<file path="src/rtl/pwm_capture_if.sv">
// Measurement bus between a PWM source/observer and pwm_capture.
// Latency: none, wires only.
// Backpressure: none; results are presented with a one-cycle valid pulse.
interface pwm_capture_if #(
  parameter int CNT_W = 24
);
  logic             pwm_in;
  logic [CNT_W-1:0] high_cnt;
  logic [CNT_W-1:0] period_cnt;
  logic [9:0]       duty_x10;
  logic             valid;
  logic             no_signal;

  // Observer side: drives the PWM input, receives measurements.
  modport master (
    output pwm_in,
    input  high_cnt, period_cnt, duty_x10, valid, no_signal
  );

  // Capture block side.
  modport slave (
    input  pwm_in,
    output high_cnt, period_cnt, duty_x10, valid, no_signal
  );
endinterface

</file>
<file path="src/rtl/pwm_capture.sv">
// PWM capture: high time, period and duty (0.1 % steps) of each full input period.
// Latency: valid 12 cycles after the closing rise (1 cycle with PWM_CAPTURE_DUTY_EN undefined).
// Backpressure: none; captures arriving while the divider is busy are dropped.
module pwm_capture #(
  parameter int CNT_W   = 24,
  parameter int TIMEOUT = 5_000_000
) (
  input  logic         clk,
  input  logic         reset_n,
  pwm_capture_if.slave bus
);

  localparam logic [CNT_W-1:0] TO_CNT = CNT_W'(TIMEOUT);
  localparam logic [CNT_W-1:0] ONE    = CNT_W'(1);

  typedef enum logic [1:0] {IDLE, ARMED, MEASURE} meas_state_e;

  logic             sync1_q, sync2_q, sync3_q;
  logic             rise, fall;
  meas_state_e      meas_q, meas_d;
  logic [CNT_W-1:0] run_q, run_d;
  logic [CNT_W-1:0] hlat_q, hlat_d;
  logic             capture, timeout;

  logic             res_done;
  logic [CNT_W-1:0] res_high, res_per;
  logic [9:0]       res_duty;

  logic [CNT_W-1:0] high_q, per_q;
  logic [9:0]       duty_q;
  logic             valid_q, nosig_q;

  // Two-flop synchronizer plus one delay stage for edge detection.
  always_ff @(posedge clk or negedge reset_n) begin
    if (!reset_n) begin
      sync1_q <= 1'b0;
      sync2_q <= 1'b0;
      sync3_q <= 1'b0;
    end else begin
      sync1_q <= bus.pwm_in;
      sync2_q <= sync1_q;
      sync3_q <= sync2_q;
    end
  end

  assign rise = sync2_q & ~sync3_q;
  assign fall = ~sync2_q & sync3_q;

  // Measurement state, run counter and latched high time.
  always_ff @(posedge clk or negedge reset_n) begin
    if (!reset_n) begin
      meas_q <= IDLE;
      run_q  <= '0;
      hlat_q <= '0;
    end else begin
      meas_q <= meas_d;
      run_q  <= run_d;
      hlat_q <= hlat_d;
    end
  end

  // MEASURE = high phase after a rise, ARMED = low phase with high time latched.
  // A rise in ARMED closes the period; a rise always beats the timeout.
  always_comb begin
    meas_d  = meas_q;
    run_d   = run_q;
    hlat_d  = hlat_q;
    capture = 1'b0;
    timeout = 1'b0;
    case (meas_q)
      IDLE: begin
        if (rise) begin
          meas_d = MEASURE;
          run_d  = ONE;
        end
      end
      MEASURE, ARMED: begin
        if (rise) begin
          capture = (meas_q == ARMED);
          meas_d  = MEASURE;
          run_d   = ONE;
        end else if (run_q == TO_CNT) begin
          timeout = 1'b1;
          meas_d  = IDLE;
          run_d   = '0;
        end else begin
          run_d = run_q + ONE;
          if (fall && meas_q == MEASURE) begin
            hlat_d = run_q;
            meas_d = ARMED;
          end
        end
      end
      default: meas_d = IDLE;
    endcase
  end

`ifdef PWM_CAPTURE_DUTY_EN
  typedef enum logic [1:0] {RIDLE, DIV, DONE} res_state_e;

  res_state_e        res_q, res_d;
  logic [3:0]        iter_q, iter_d;
  logic [CNT_W+9:0]  acc_q, acc_d;
  logic [CNT_W-1:0]  dvs_q, dvs_d;
  logic [CNT_W-1:0]  rhigh_q, rhigh_d;
  logic [CNT_W+9:0]  hx, mul1000;
  logic [CNT_W:0]    top;
  logic [CNT_W-1:0]  rem_new;
  logic              qbit;

  // high*1000 as h*1024 - h*16 - h*8; the divide step shifts the remainder
  // left and subtracts the period when it fits. The remainder stays below the
  // divisor, so the difference always fits in CNT_W bits.
  assign hx      = {10'd0, hlat_q};
  assign mul1000 = (hx << 10) - (hx << 4) - (hx << 3);
  assign top     = acc_q[CNT_W+9:9];
  assign qbit    = (top >= {1'b0, dvs_q});
  assign rem_new = qbit ? (top[CNT_W-1:0] - dvs_q) : top[CNT_W-1:0];

  // Divider state and operands.
  always_ff @(posedge clk or negedge reset_n) begin
    if (!reset_n) begin
      res_q   <= RIDLE;
      iter_q  <= '0;
      acc_q   <= '0;
      dvs_q   <= '0;
      rhigh_q <= '0;
    end else begin
      res_q   <= res_d;
      iter_q  <= iter_d;
      acc_q   <= acc_d;
      dvs_q   <= dvs_d;
      rhigh_q <= rhigh_d;
    end
  end

  // Load on capture, 10 restoring steps MSB first, then one DONE cycle.
  always_comb begin
    res_d    = res_q;
    iter_d   = iter_q;
    acc_d    = acc_q;
    dvs_d    = dvs_q;
    rhigh_d  = rhigh_q;
    res_done = 1'b0;
    case (res_q)
      RIDLE: begin
        if (capture) begin
          acc_d   = mul1000;
          dvs_d   = run_q;
          rhigh_d = hlat_q;
          iter_d  = '0;
          res_d   = DIV;
        end
      end
      DIV: begin
        acc_d  = {rem_new, acc_q[8:0], qbit};
        iter_d = iter_q + 4'd1;
        if (iter_q == 4'd9) res_d = DONE;
      end
      DONE: begin
        res_done = 1'b1;
        res_d    = RIDLE;
      end
      default: res_d = RIDLE;
    endcase
  end

  assign res_high = rhigh_q;
  assign res_per  = dvs_q;
  assign res_duty = acc_q[9:0];
`else
  assign res_done = capture;
  assign res_high = hlat_q;
  assign res_per  = run_q;
  assign res_duty = '0;
`endif

  // Result registers: only ever updated together with the valid pulse.
  always_ff @(posedge clk or negedge reset_n) begin
    if (!reset_n) begin
      high_q  <= '0;
      per_q   <= '0;
      duty_q  <= '0;
      valid_q <= 1'b0;
      nosig_q <= 1'b0;
    end else begin
      valid_q <= 1'b0;
      if (timeout) begin
        high_q  <= '0;
        per_q   <= '0;
        duty_q  <= sync2_q ? 10'd1000 : 10'd0;
        nosig_q <= 1'b1;
        valid_q <= 1'b1;
      end else if (res_done) begin
        high_q  <= res_high;
        per_q   <= res_per;
        duty_q  <= res_duty;
        nosig_q <= 1'b0;
        valid_q <= 1'b1;
      end
    end
  end

  assign bus.high_cnt   = high_q;
  assign bus.period_cnt = per_q;
  assign bus.duty_x10   = duty_q;
  assign bus.valid      = valid_q;
  assign bus.no_signal  = nosig_q;

endmodule
</file>
<file path="src/flat_wrapper.sv">
// flat-port wrapper written by rule: the top's interface ports become plain ports
module pwm_capture_flat 
#(
  parameter int CNT_W   = 24,
  parameter int TIMEOUT = 5_000_000
)
  (clk, reset_n, bus_pwm_in, bus_high_cnt, bus_period_cnt, bus_duty_x10, bus_valid, bus_no_signal);
  pwm_capture_if #(.CNT_W(CNT_W)) bus_i ();
  input  logic clk;
  input  logic reset_n;
  input wire logic [$bits(bus_i.pwm_in)-1:0] bus_pwm_in;
  output wire logic [$bits(bus_i.high_cnt)-1:0] bus_high_cnt;
  output wire logic [$bits(bus_i.period_cnt)-1:0] bus_period_cnt;
  output wire logic [$bits(bus_i.duty_x10)-1:0] bus_duty_x10;
  output wire logic [$bits(bus_i.valid)-1:0] bus_valid;
  output wire logic [$bits(bus_i.no_signal)-1:0] bus_no_signal;
  assign bus_i.pwm_in = bus_pwm_in;
  assign bus_high_cnt = bus_i.high_cnt;
  assign bus_period_cnt = bus_i.period_cnt;
  assign bus_duty_x10 = bus_i.duty_x10;
  assign bus_valid = bus_i.valid;
  assign bus_no_signal = bus_i.no_signal;
  pwm_capture #(.CNT_W(CNT_W), .TIMEOUT(TIMEOUT)) u_core (.clk(clk), .reset_n(reset_n), .bus(bus_i));
endmodule
</file>
<file path="config.mk">
export PLATFORM = sky130hd
export DESIGN_NAME = pwm_capture_flat
export DESIGN_NICKNAME = d
export VERILOG_FILES = /design/src/rtl/pwm_capture_if.sv /design/src/rtl/pwm_capture.sv /design/src/flat_wrapper.sv
export SDC_FILE = /design/constraint.sdc
export NUM_CORES = 1
export LEC_CHECK = 0
export ABC_CLOCK_PERIOD_IN_PS = 3400
export CORE_MARGIN = 2
export CORE_UTILIZATION = 49
export DETAILED_ROUTE_END_ITERATION = 16
export PLACE_DENSITY = 0.72
export SETUP_SLACK_MARGIN = 0.4
export SLEW_MARGIN = 0
export SYNTH_ARGS = -nofsm -noshare
export SYNTH_HDL_FRONTEND = slang
export SYNTH_SLANG_ARGS = --single-unit
export TNS_END_PERCENT = 30
</file>
<file path="constraint.sdc">
create_clock -name clk -period 3.4 [get_ports clk]
set_input_delay 0.68 -clock clk [delete_from_list [all_inputs] [get_ports clk]]
set_output_delay 0.68 -clock clk [all_outputs]
set_load 0.005 [all_outputs]
</file>
==> results_dict.tcl, run 1 <==
set metrics [dict create \
    status "complete, no violations" \
    drc 0 \
    tightestPinTransition_ns 0.7513 \
    routabilityCongestion 0.8469 \
    drive_above_1_share_pct 10.15 \
    p_leak_nw 2.972 \
    io_buffers 58 \
    dr.first_iter.drc_count 165 \
    die_w_um 101.5 \
    setup_viol 0 \
    wl_per_cell_um 15.92 \
    hold_buffers 0 \
    min-delay-path-class "in -> async" \
    worst_skew_pair.late_latency_ns 0.36 \
    rsz0062_at_grt "false" \
    syn_to_final_growth_pct 18.84 \
    dieHeight_um 101.5 \
    crit_type "reg -> reg" \
    grt_use_total_pct 19.93 \
    p_per_area_mw_per_mm2 481.5 \
    placementRows 35 \
    synth.distinct_cells 41 \
    fin_tns_setup_ns 0 \
    detailed_place_hpwl_um 6157 \
    synth_edf_count 0 \
    yosys_warnings 0 \
    syn_area_per_cell_um2 11.60 \
    path_delay_family "simple AND/OR/NAND/NOR gates" \
    period_share_pct 76.76 \
    synth_area_mm2 0.004662 \
    async_reset_ff_share_pct 100.0 \
    core_mm2 0.009240 \
    synthFlopType "dfrtp_1" \
    cp.arrival_ns 2.83 \
    hold-worst-slack_ns 0.3043 \
    grt_pass1_vias 3107 \
    diodes 0 \
    fmax_mhz 383.2 \
    max_cap_violations 0 \
    peakVddDrop_v 0.0002606 \
    cts-root-buf "clkbuf_8" \
    overflow 0 \
    n_fill_cell 748 \
    cp.buffers_inverters 0 \
    start_util_pct 50.45 \
    dr.pass1.iters 4 \
    critPathMaxFanout 18 \
    relSlewSlack_pct 49.45 \
    slew_violations 0 \
    totalWireLength_um 9265 \
    ant_nets 0 \
    fin_cells 582 \
    crit_chain "nand4_1, or4_1, o311ai_4, and2_1, nor2_1" \
    cp_slowest_stage_delay_ns 0.65 \
    cts_tree "done" \
    final.min_clock_period_ns 2.610 \
    ys_ff_latch 104 \
    vias 3107 \
    via_per_inst 5.338 \
    antenna_found_initial 0 \
    grt_first_pass_wirelength_um 15880 \
    place_ws_ns 0.7934 \
    utilization_pct 59.96 \
    clock_path_buffers 2 \
    cts_setup_buffers 0 \
    hold_violations 0 \
    placed_cells 567 \
    io_pins 63 \
    worst_setup_path_end_kind "flop" \
    cts.sinks 104 \
    worst_slack_ns 0.7903 \
    syn_inst 402 \
    fin_worst_skew_ns 0.006379 \
    cts_buffers 9 \
    grt_max_degree 61 \
    crit_path_start_kind "flop" \
    cts_resized 0 \
    final_nets 458 \
    ys_seq_area_share_pct 55.82 \
    crit_slowest_cell "or4_1" \
    clk_pin_slew_ns 0.09 \
    die_area_mm2 0.01031 \
    cp_data_required_time_ns 3.62 \
    htree_levels 3 \
]
## state kept, by name (all words and copies together), names as in the netlist
name                   cells
u_core.bus.duty_x10        1
u_core.bus.period_cnt     24
u_core.res_per            24
u_core.meas_q              2
u_core.hlat_q             24
u_core.bus.no_signal       1
u_core.sync3_q             1
u_core.bus.high_cnt       24
u_core.sync2_q             1
u_core.sync1_q             1
u_core.bus.valid           1
## cells by family after synthesis
group	after synthesis	share of synthesized area (%)
other	1	0.08044
adder cells (fa/ha/maj)	6	1.610
XOR/XNOR	18	3.382
AO/OA/AOI/OAI	25	4.563
AND/OR/NAND/NOR	140	13.93
buffers and inverters	40	4.616
flip-flops	104	55.82
multiplexers	68	16.00
## area by class of cell
type	count	area (um^2)	share of cell area, %
Tap cell	129	161.4	2.913
Multi-Input combinational cell	261	1864	33.65
Sequential cell	104	2603	46.97
Clock buffer	10	137.6	2.484
Inverter	6	22.52	0.4065
Timing Repair Buffer	67	670.6	12.10
Clock inverter	5	81.33	1.468
## worst register-to-register path, stage by stage (launching register included)
cell and delay, ns:
dfrtp_1 0.46, nand4_1 0.12, or4_1 0.65, o311ai_4 0.49, and2_1 0.63, nor2_1 0.12
## final timing paths
path | startpoint | to | slack, ns | cells past startpoint
max in group asynchronous | reset_n | u_core.res_per[8] | 2.40 | 2
hold reg to reg | u_core.sync1_q | u_core.sync2_q | 0.36 | 0
setup / recovery | u_core.res_per[8] | u_core.res_per[17] | 0.79 | 5
setup reg to reg | u_core.res_per[8] | u_core.res_per[17] | 0.79 | 5
hold / removal | reset_n | u_core.hlat_q[18] | 0.30 | 1
min in group clk | u_core.sync1_q | u_core.sync2_q | 0.36 | 0
## layer usage
| layer | track usage [%] | up-vias | part of all wire (%) |
|---|---|---|---|
| met5 | 0 | - | 0 |
| met4 | 7.796 | 0 | 1.2 |
| met3 | 3.106 | 10 | 3.4 |
| met2 | 30.72 | 69 | 47 |
| met1 | 28.56 | 1568 | 48 |
| li1 | - | 1460 | - |
## Yosys cell counts, types with 4 or more instances
master,number,share of area (%)
clkbuf_1,17,1.4
xor2_1,17,3.2
buf_2,4,0.43
mux2_2,6,1.4
a21oi_1,5,0.54
mux2i_1,46,9.9
o21ai_0,7,0.75
mux2_1,6,1.4
nand3_1,11,1.2
inv_1,6,0.48
ha_1,6,1.6
nand4_1,12,1.6
and3_1,4,0.54
nand2_1,18,1.4
nor2_1,75,6.0
dfrtp_1,104,56
buf_4,10,1.6
mux2_4,10,3.2
## power by group
group | switching, mW | leakage, nW | internal (mW)
sequential | 0.0529 | 1.44 | 1.29
clock | 0.413 | 0.108 | 0.431
combinational | 0.309 | 1.43 | 0.169
## layout by cell type (no fill, tap or decap), types with 7 or more instances in the layout
cell,instances
buf_4,8
clkbuf_8,10
clkdlybuf4s50_1,57
dfrtp_1,104
mux2_4,10
mux2i_1,46
nand2_1,18
nand3_1,11
nand4_1,12
nor2_1,75
o21ai_0,7
xor2_1,17
## through the flow
| stage | cell area [um^2] | total power, mW |
|---|---|---|
| finish | 5540 | 2.668 |
| global route | 5540 | 2.798 |
| CTS | 5540 | 2.690 |
| detailed placement | 5321 | 1.845 |
| global placement | 5321 | 1.837 |
| floorplan | 4673 | 1.724 |
(Power assumes the default switching activity.)
==> inputs of run 2 (changes only) <==
--- a/config.mk
+++ b/config.mk
@@ -5,7 +5,7 @@
 export SDC_FILE = /design/constraint.sdc
 export NUM_CORES = 1
 export LEC_CHECK = 0
-export ABC_CLOCK_PERIOD_IN_PS = 3400
+export ABC_CLOCK_PERIOD_IN_PS = 2500
 export CORE_MARGIN = 2
 export CORE_UTILIZATION = 49
 export DETAILED_ROUTE_END_ITERATION = 16
==> constraint.sdc (replaced) <==
create_clock -name clk -period 2.5 [get_ports clk]
set_input_delay 0.5 -clock clk [delete_from_list [all_inputs] [get_ports clk]]
set_output_delay 0.5 -clock clk [all_outputs]
set_load 0.005 [all_outputs]
==> results_dict.tcl, run 2 (synthesis gave the netlist of run 1 again) <==
set metrics [dict create \
    status "complete, no violations" \
    placed_cell_area_mm2 0.005520 \
    fin_tns_setup_ns 0 \
    clk_pin_slew_ns 0.10 \
    p_leak_nw 3.224 \
    ant_nets 0 \
    tightestPinTransition_ns 0.6460 \
    cts_tree "done" \
    setup_viol 0 \
    cp.buffers_inverters 2 \
    relSlewSlack_pct 56.54 \
    syn_to_final_growth_pct 28.93 \
    diodes 0 \
    vias 3301 \
    fmax_mhz 469.8 \
    grt_first_pass_wirelength_um 16180 \
    worst_skew_pair.late_latency_ns 0.36 \
    crit_type "reg -> reg" \
    hold_violations 0 \
    mostFrequentLayoutCells "dfrtp_1 (103), nor2_1 (73), clkdlybuf4s50_1 (57), mux2i_1 (46), buf_4 (31)" \
    crit_path_start_kind "flop" \
    io_pins 63 \
    cts_buffers 9 \
    dr.pass1.iters 4 \
    worst_setup_path_end_kind "flop" \
    detailed_place_hpwl_um 6702 \
    placementRows 35 \
    rr_endpoint "u_core.hlat_q[22]" \
    fin_worst_skew_ns 0.009330 \
    dr.first_iter.drc_count 203 \
    p_per_area_mw_per_mm2 663.0 \
    final.min_clock_period_ns 2.129 \
    grt_use_total_pct 20.12 \
    multi_input_area_mm2 0.001942 \
    io_buffers 58 \
    rsz0062_at_grt "true" \
    crit_slowest_cell "or4_4" \
    hold_buffers 0 \
    via_per_inst 5.350 \
    final_nets 492 \
    start_util_pct 50.45 \
    period_share_pct 85.14 \
    regToRegSetupSlack_ns 0.37 \
    antenna_found_initial 0 \
    grt_max_degree 43 \
    cts-root-buf "clkbuf_8" \
    max_cap_violations 0 \
    n_fill_cell 689 \
    cp_slowest_stage_delay_ns 0.59 \
    cp.arrival_ns 2.37 \
    slew_violations 0 \
    ff_latch_area_mm2 0.002604 \
    cts.sinks 104 \
    wl_per_cell_um 17.26 \
    min-delay-path-class "in -> async" \
    cp_data_required_time_ns 2.75 \
    die_area_mm2 0.01031 \
    dieHeight_um 101.5 \
    crit_chain "nand4_1, or4_4, o311ai_4, buf_4, clkbuf_16, mux2_4" \
    drc 0 \
    core_mm2 0.009240 \
    reg2reg_depth 6 \
    path_delay_family "simple AND/OR/NAND/NOR gates" \
    totalWireLength_um 10650 \
    routabilityCongestion 0.8069 \
    p_total_mw 3.985 \
    final_cell_area_mm2 0.006011 \
    critPathMaxFanout 13 \
    overflow 0 \
    drive_above_1_share_pct 19.88 \
    peakVddDrop_v 0.0004156 \
    clock_path_buffers 2 \
    htree_levels 3 \
    grt_pass1_vias 3193 \
    rr_startpoint "u_core.res_per[8]" \
    die_w_um 101.5 \
    final_common_cell "dfrtp_1" \
]
==> run 2: changes by cell type in the layout (fill, tap and decap cells not counted), moves of 3 or more <==
cell	previous run	this run
mux2_4	10	16
buf_12	2	5
mux2_1	6	0
buf_6	0	3
buf_4	8	31
clkbuf_16	0	5
==> run 2: metal layers <==
metal / part of all wire (%) / track usage [%]
met1: 46 / 30.22
met2: 47 / 29.96
met3: 5.2 / 3.175
met4: 2.3 / 6.757
met5: 0 / 0
==> run 2: how the worst max path moves through the flow <==
stage / start / endpoint / slack (ns) / depth (start not counted)
after floorplan: u_core.res_per[6] / u_core.hlat_q[10] / 0.35 / 7
after global placement: u_core.res_per[20] / u_core.hlat_q[6] / 0.30 / 5
after detailed placement: u_core.res_per[20] / u_core.hlat_q[4] / 0.12 / 5
after CTS: u_core.res_per[20] / u_core.hlat_q[4] / 0.40 / 5
after global routing: u_core.res_per[8] / u_core.res_per[5] / 0.30 / 6
final: u_core.res_per[8] / u_core.hlat_q[22] / 0.37 / 6
==> run 2: final cells by class <==
type	count	area share (%)
multi-input combinational	261	32.31
inverter	6	0.3747
clock buffer	10	2.123
sequential	104	43.32
tap	129	2.685
clock inverter	6	1.520
timing repair buffer	101	17.67
==> run 2: timing repair <==
| item | 4_1_cts | 5_1_grt |
|---|---|---|
| resized for setup | 4 | 10 |
| buffers inserted | 2 | 8 |
| pin swaps | 2 | 7 |
| gates cloned | 0 | 6 |
| endpoints found under the setup margin | 91 | 86 |
==> run 2: report_power, final <==
group,internal [mW],total [mW],switching [mW]
Clock,0.572,1.15,0.576
Combinational,0.480,1.02,0.541
Sequential,1.76,1.82,0.0569
==> run 2: per-stage QoR <==
stage	hold slack, ns	std cells	utilization, %	setup slack [ns]
final	0.1217	617	65.05	0.3715
after global routing	0.1614	617	65.05	0.2950
after CTS	0.1423	603	62.56	0.3995
after detailed placement	0.3401	585	59.74	0.1189
after global placement	0.3336	585	59.74	0.3006
after floorplan	0.2044	405	-	0.3452
==> inputs of run 3 (changes only) <==
--- a/config.mk
+++ b/config.mk
@@ -5,6 +5,7 @@
 export SDC_FILE = /design/constraint.sdc
 export NUM_CORES = 1
 export LEC_CHECK = 0
+export ABC_AREA = 1
 export ABC_CLOCK_PERIOD_IN_PS = 2500
 export CORE_MARGIN = 2
 export CORE_UTILIZATION = 49
==> results_dict.tcl, run 3 <==
set metrics [dict create \
    grt_max_degree 51 \
    ys_seq_area_share_pct 53.75 \
    clock_path_buffers 2 \
    synthFlopType "dfrtp_1" \
    syn_area_per_cell_um2 8.221 \
    reg2reg_depth 8 \
    final.min_clock_period_ns 1.999 \
    n_fill_cell 868 \
    synth_top_cells_by_area "dfrtp_1 (54%), nand2_1 (22%), nor2_1 (3.3%), inv_1 (2.9%), nor2_2 (2.2%)" \
    vias 3770 \
    relSlewSlack_pct 62.63 \
    fin_worst_skew_ns 0.01355 \
    period_share_pct 79.97 \
    rsz0062_at_grt "true" \
    cp_slowest_stage_delay_ns 0.48 \
    synth_area_mm2 0.004842 \
    max_cap_violations 0 \
    cts-root-buf "clkbuf_8" \
    crit_type "reg -> reg" \
    routabilityCongestion 0.8870 \
    clk_pin_slew_ns 0.11 \
    die_area_mm2 0.01069 \
    placed_cell_area_mm2 0.005459 \
    syn_to_final_growth_pct 17.03 \
    fmax_mhz 500.2 \
    peakVddDrop_v 0.0004165 \
    drive_above_1_share_pct 9.583 \
    slew_violations 0 \
    hold_buffers 0 \
    crit_chain "inv_1, ha_1, inv_1, nor2_2, nand2_4, nor2_2, nand2_1, nand2_1" \
    place_ws_ns 0.5061 \
    p_total_mw 3.492 \
    status "complete, no violations" \
    dr.pass1.iters 4 \
    rr_endpoint "u_core.hlat_q[1]" \
    critPathMaxFanout 12 \
    ant_nets 0 \
    totalWireLength_um 10130 \
    core_mm2 0.009684 \
    setup_viol 0 \
    worst_skew_pair.late_latency_ns 0.36 \
    final_nets 652 \
    tightestPinTransition_ns 0.5605 \
    yosysTopAreaCell "dfrtp_1" \
    synth.distinct_cells 31 \
    grt_first_pass_wirelength_um 17130 \
    placementRows 36 \
    cts_tree "done" \
    p_per_area_mw_per_mm2 616.2 \
    synth_top_area_share_pct 53.75 \
    htree_levels 3 \
    final_common_cell "nand2_1" \
    hold_violations 0 \
    regToRegSetupSlack_ns 0.50 \
    grt_pass1_vias 3664 \
    grt_use_total_pct 20.51 \
    worst_slack_ns 0.5008 \
    detailed_place_hpwl_um 7159 \
    wl_per_cell_um 12.98 \
    overflow 0 \
    io_pins 63 \
    async_reset_ff_share_pct 100.0 \
    synth.most_common_cell "nand2_1" \
    worst_setup_path_end_kind "flop" \
    crit_path_start_kind "flop" \
    min-delay-path-class "in -> async" \
    synth_edf_count 0 \
    dr.first_iter.drc_count 170 \
    syn_inst 589 \
    ys_ff_latch 104 \
    cp.buffers_inverters 2 \
    diodes 0 \
    cts.sinks 104 \
    cp.arrival_ns 2.31 \
    synth_common_cells "nand2_1 (288), dfrtp_1 (104), nor2_1 (42)" \
    final_cell_area_mm2 0.005667 \
    crit_slowest_cell "nor2_2" \
    dieHeight_um 103.4 \
    antenna_found_initial 0 \
    rr_startpoint "u_core.meas_q[0]" \
    yosys_warnings 0 \
    fin_tns_setup_ns 0 \
    io_buffers 58 \
    cp_data_required_time_ns 2.81 \
    cts_buffers 9 \
    p_leak_nw 2.924 \
    start_util_pct 50.00 \
    drc 0 \
    ff_latch_area_mm2 0.002603 \
    mostFrequentLayoutCells "nand2_1 (288), dfrtp_1 (104), clkdlybuf4s50_1 (57), nor2_1 (42), inv_1 (38)" \
    via_per_inst 4.833 \
    die_w_um 103.4 \
    path_delay_family "simple AND/OR/NAND/NOR gates" \
    multi_input_area_mm2 0.001881 \
]
-- run 3: per-stage QoR --
step	utilization, %	instances	hold WS (ns)
final	58.51	780	0.1127
after global routing	58.51	780	0.1436
after CTS	58.45	779	0.1288
after detailed placement	56.37	764	0.3365
after global placement	56.37	764	0.3332
after floorplan	-	592	0.2044
-- run 3: how the worst max path moves through the flow --
stage / start / end / depth (start not counted)
CTS: u_core.meas_q[0] / u_core.hlat_q[3] / 8
global route: u_core.meas_q[1] / u_core.hlat_q[16] / 8
floorplan: u_core.meas_q[0] / u_core.bus.high_cnt[10] / 10
global placement: u_core.meas_q[0] / u_core.meas_q[0] / 8
finish: u_core.meas_q[0] / u_core.hlat_q[1] / 8
detailed placement: u_core.meas_q[1] / u_core.hlat_q[3] / 8
-- run 3: cell type report --
cell class	count	share of cell area [%]
flip-flops and latches	104	45.93
inverters	44	2.959
clock inverters	6	1.369
multi-input cells	420	33.19
well taps	133	2.937
repair buffers	64	11.44
clock buffers	9	2.186
-- run 3: power by group --
part / internal [mW] / switching [mW]
combinational: 0.166 / 0.426
sequential: 1.75 / 0.0734
clock: 0.476 / 0.601
-- run 3: cells by family after synthesis --
family / count (synthesis) / synth area share (%)
buffers and inverters: 69 / 7.778
adders and majority gates: 6 / 1.550
other: 1 / 0.07745
xor gates and xnor gates: 9 / 1.628
AOI/OAI and AO/OA: 9 / 1.266
DFF: 104 / 53.75
and+or+nand+nor: 391 / 33.95
-- run 3: routing by layer --
metal  vias to the layer above  track usage (%)  wire length [um]
met1                      1803            28.21              4872
li1                       1877                -                 -
met4                         0            6.680               169
met3                        16            3.562               378
met5                         -                0                 0
met2                        74            33.25              4705
-- run 3: what timing repair did --
action                                  CTS  global route
endpoints found under the setup margin    0            25
gates resized for setup                   0             0
setup buffers                             0             0
